### src/rtl/crank_sim.sv
// Crank/encoder position simulator with a built-in period timer.
// It runs in step mode (one-shot timer, advance on step) or free-run mode (auto-reload, advance on expiry).
module crank_sim #(
    parameter int POS_COUNT = 1440,
    parameter int TDC_COUNT = 2,
    parameter int MISSING   = 0,
    parameter int PERIOD_W  = 16,
    parameter int REV_W     = 8,
    parameter int POS_W     = $clog2(POS_COUNT)
) (
    input  logic                clk,
    input  logic                resetn,
    input  logic                mode,
    input  logic                load,
    input  logic [PERIOD_W-1:0] period,
    input  logic                step,
    output logic                busy,
    output logic                done,
    output logic [POS_W-1:0]    pos,
    output logic [REV_W-1:0]    rev,
    output logic                tdc,
    output logic                tic,
    output logic                adv
);

    localparam int SEG = POS_COUNT / TDC_COUNT;
    localparam logic [POS_W-1:0]    POS_LAST  = POS_W'(POS_COUNT - 1);
    localparam logic [POS_W-1:0]    SEG_LAST  = POS_W'(SEG - 1);
    localparam logic [POS_W-1:0]    GAP_START = POS_W'(POS_COUNT - MISSING);
    localparam logic [PERIOD_W-1:0] CNT_ONE   = PERIOD_W'(1);

    logic [PERIOD_W-1:0] cnt_q, cnt_d;
    logic [PERIOD_W-1:0] per_q, per_d;
    logic [POS_W-1:0]    pos_q, pos_d;
    logic [POS_W-1:0]    seg_q, seg_d;
    logic [REV_W-1:0]    rev_q, rev_d;
    logic                tdc_q, tdc_d;
    logic                tic_pre_q, tic_pre_d;
    logic                tic_q;
    logic                adv_q;
    logic                done_q, done_d;
    logic                adv_evt;
    logic [POS_W-1:0]    np;
    logic [POS_W-1:0]    seg_np;
    logic                in_gap;

    // Timer: load wins; step mode counts down once, free-run reloads on reaching 1 (or 0).
    always_comb begin
        cnt_d   = cnt_q;
        per_d   = per_q;
        done_d  = 1'b0;
        adv_evt = 1'b0;
        if (load) begin
            per_d   = period;
            cnt_d   = period;
            adv_evt = !mode && step;
        end else if (!mode) begin
            adv_evt = step;
            done_d  = (cnt_q == CNT_ONE);
            if (cnt_q != '0) begin
                cnt_d = cnt_q - 1'b1;
            end
        end else if ((per_q != '0) && (cnt_q <= CNT_ONE)) begin
            adv_evt = 1'b1;
            cnt_d   = per_q;
        end else if (cnt_q != '0) begin
            cnt_d = cnt_q - 1'b1;
        end
    end

    // seg tracks pos modulo the TDC spacing, so tdc needs no divider.
    always_comb begin
        np        = (pos_q == POS_LAST) ? '0 : pos_q + 1'b1;
        seg_np    = (seg_q == SEG_LAST) ? '0 : seg_q + 1'b1;
        in_gap    = (MISSING != 0) && (np >= GAP_START);
        pos_d     = pos_q;
        seg_d     = seg_q;
        rev_d     = rev_q;
        tdc_d     = tdc_q;
        tic_pre_d = tic_pre_q;
        if (adv_evt) begin
            pos_d = np;
            seg_d = seg_np;
            tdc_d = (seg_np == '0);
            if (np == '0) begin
                rev_d = rev_q + 1'b1;
            end
            if (!in_gap) begin
                tic_pre_d = ~tic_pre_q;
            end
        end
    end

    always_ff @(posedge clk or negedge resetn) begin
        if (!resetn) begin
            cnt_q     <= '0;
            per_q     <= '0;
            pos_q     <= '0;
            seg_q     <= '0;
            rev_q     <= '0;
            tdc_q     <= 1'b0;
            tic_pre_q <= 1'b0;
            tic_q     <= 1'b0;
            adv_q     <= 1'b0;
            done_q    <= 1'b0;
        end else begin
            cnt_q     <= cnt_d;
            per_q     <= per_d;
            pos_q     <= pos_d;
            seg_q     <= seg_d;
            rev_q     <= rev_d;
            tdc_q     <= tdc_d;
            tic_pre_q <= tic_pre_d;
            tic_q     <= tic_pre_q;
            adv_q     <= adv_evt;
            done_q    <= done_d;
        end
    end

    assign busy = (cnt_q != '0);
    assign done = done_q;
    assign pos  = pos_q;
    assign rev  = rev_q;
    assign tdc  = tdc_q;
    assign tic  = tic_q;
    assign adv  = adv_q;

endmodule

### config.mk
export PLATFORM = sky130hd
export DESIGN_NAME = crank_sim
export DESIGN_NICKNAME = d
export VERILOG_FILES = /design/src/rtl/crank_sim.sv
export SDC_FILE = /design/constraint.sdc
export NUM_CORES = 1
export LEC_CHECK = 0
export CAP_MARGIN = 10
export CORE_MARGIN = 3
export CORE_UTILIZATION = 40
export DETAILED_ROUTE_END_ITERATION = 7
export HOLD_SLACK_MARGIN = 0.02
export SLEW_MARGIN = 10
export SYNTH_ARGS = -nofsm -noshare
export SYNTH_HDL_FRONTEND = slang
export SYNTH_SLANG_ARGS = --single-unit
### constraint.sdc
create_clock -name clk -period 2.8 [get_ports clk]
set_input_delay 0.56 -clock clk [delete_from_list [all_inputs] [get_ports clk]]
set_output_delay 0.56 -clock clk [all_outputs]
set_load 0.05 [all_outputs]
==> metrics.yaml <==
powerDensity_mw_per_mm2: 650
grt_max_degree: 68
clock_path_buffers: 2
start_kind: "register"
cts_tree: "yes"
syn_inst: 393
initialDrtViolationCount: 81
use_met2_pct: 27.0
root_buffer: "clkbuf_8"
die-area_mm2: 0.0105
nets: 470
htreeDepth: 3
synth_ff_type: "dfrtp_1"
num_io_pins: 45
die_w_um: 102
port-buffer-count: 44
power_frac_clock_pct: 29.1
tns_ps: 0
report.final.slew_viol_count: 0
rsz0062_at_grt: "no"
top_usage_layer: "met2"
drtAntennaViolNets: 0
path_cells: "nor4_4 > nand2_1 > or2_2 > buf_4"
coreArea_mm2: 0.00889
cp-end-kind: "primary output"
fmax_mhz: 380
hold_viol_final: 0
yosysWarnings: 0
final_common_cell: "dfrtp_1"
vias: 3017
gp_congestion: 0.839
grtUsageTotal_pct: 16.8
min_period_ps: 2630
start_util_pct: 41.8
synth_enable_flop_cells: 0
r2r-end: "rev[1]"
sequentialPowerShare_pct: 44.9
seq_area_frac_synth_pct: 45.1
max_stage_delay_ps: 450
numCtsBuffers: 9
r2r_start: "pos[0]"
power_switching_w: 0.00103
setup-violations-final: 0
synth_fp_nets: 422
worst_path_max_delay_cell: "dfrtp_1"
synth_cell_types: 58
dp.final_hpwl_um: 5660
r2r_setup_slack_ps: 230
firstDrtPassIters: 4
gr-total-overflow: 0
via_per_inst: 5.45
clk_latency_ps: 340
clock-sinks: 67
antenna_found_initial: 0
grt_use_met1_pct: 22.2
num_antenna_cells: 0
hp-class: "in -> async"
nFillCells: 839
synth-seq-cells: 67
avgSynthCellArea_um2: 9.46
drc: 0
cp.required_ps: 2240
p_int_w: 0.00191
regArea_mm2: 0.00168
status: "finished clean"
min_period_over_period_pct: 93.9
critPathKind: "reg -> out"
cap_viol_max_count: 0
max-vdd-ir-drop_uv: 614
async_flop_share_pct: 100
crit_path_max_fanout: 9
syn_area_mm2: 0.00372
grt_pass1_wl_um: 13900
use_met3_pct: 4.03
cellLeakagePower_nw: 1.89
max_slew_margin_pct: 65.7
post_cts_buffers: 0
multi_input_area_mm2: 0.00189
layout_common_cells: "67 x dfrtp_1, 45 x o21ai_0, 43 x nand2_1, 42 x clkdlybuf4s50_1, 29 x nor2_1"
grt_pass1_vias: 2922
worst_slew_pin_slew_ps: 513
area_delta_synth_final_pct: 21.5
r2r_cells: 7
skew_ps: 5.46
pwr-share-comb_pct: 26.0
routed_wl_um: 8130
wl_per_cell_um: 14.7
drive_gt1_share_pct: 13.0
die_h_um: 102
row_count: 34
crit_arrival_ps: 2070
switching_share_pct: 35.0
clkTransAtPathRegs_ps: 70
post-route-util_pct: 50.8
postCtsHoldBufs: 0
==> power by group through the flow <==
| stage | Sequential [W] | Combinational [W] | Clock, W |
|---|---|---|---|
| 2_1_floorplan | 0.00146 | 0.000370 | 0 |
| 3_3_place_gp | 0.00133 | 0.000763 | 0 |
| 3_5_place_dp | 0.00133 | 0.000768 | 0 |
| 4_1_cts | 0.00132 | 0.000771 | 0.000881 |
| 5_1_grt | 0.00135 | 0.000844 | 0.000914 |
| 6_report | 0.00132 | 0.000763 | 0.000853 |
==> worst max-delay path by stage <==
stage | slack, ps | end | from | cells after the start
2_1_floorplan | 130 | rev[1] | pos[0] | 9
3_3_place_gp | 250 | rev[1] | pos[0] | 7
3_5_place_dp | 210 | pos[5] | mode | 7
4_1_cts | 120 | busy | cnt_q[13] | 4
5_1_grt | 30 | busy | cnt_q[8] | 4
6_report | 170 | busy | cnt_q[8] | 4
==> metrics by stage <==
step | std cells | power (W) | worst slack [ps] | cell area (um2) | hold slack (ps)
CTS | 554 | 0.00297 | 118 | 4510 | 228
detailed placement | 538 | 0.00210 | 208 | 4300 | 391
finish | 554 | 0.00293 | 171 | 4520 | 223
global route | 554 | 0.00311 | 32.7 | 4520 | 247
floorplan | 393 | 0.00183 | 130 | 3720 | 264
global placement | 538 | 0.00209 | 250 | 4300 | 395
==> cell type report <==
cell class                 count  share of cell area (%)
sequential                    67                    37.1
timing repair buffer          56                    11.9
clock inverter                 4                    1.05
multi-input combinational    288                    41.8
clock buffer                  12                    3.66
inverter                      19                    1.58
tap                          108                    2.99
==> synth_stat cells, types with 6 or more instances <==
cell      instances  area share (%)
a21oi_1          10             1.3
and3_1            6             1.0
buf_2             8             1.1
clkbuf_1         10             1.0
dfrtp_1          67              45
ha_1              8             2.7
inv_1            19             1.9
mux2_2            9             2.7
nand2_1          43             4.3
nand3_1          16             2.2
nand4_1           8             1.3
nor2_1           29             2.9
nor3_1            8             1.1
nor4_1           13             2.2
o21ai_0          45             6.1
o31ai_1           6             1.2
xnor2_1          13             3.1
xor2_1            8             1.9
==> cell families after synthesis <==
kind of cell / count (synthesis) / share of synthesized area, %
XOR/XNOR: 21 / 4.95
adder cells (fa/ha/maj): 8 / 2.69
multiplexers: 14 / 4.21
AND/OR/NAND/NOR: 150 / 22.0
buffers and inverters: 38 / 4.31
AO/OA/AOI/OAI: 95 / 16.7
flip-flops: 67 / 45.1
==> metal layers <==
layer  share of wire [%]  up-vias
met3                 2.8        4
met1                  48     1454
li1                    -     1519
met2                  48       40
met5                   0        -
met4                0.68        0
==> registers in the layout, summed over array words and instances (netlist names) <==
register   flops
cnt_q         16
per_q         16
pos           11
seg_q         11
rev            8
adv            1
done           1
tdc            1
tic            1
tic_pre_q      1
==> critical path, delay by kind of cell, from the launching register on <==
kind,cells,cell delay [ps]
simple gates,3,1080
buf+inv,1,200
flops,1,450
==> timing repair <==
action | CTS | global route
setup endpoints to repair | 0 | 1
resized for setup | 0 | 1
hold endpoints to repair | 0 | 0
Power figures use the tool's default switching activity.
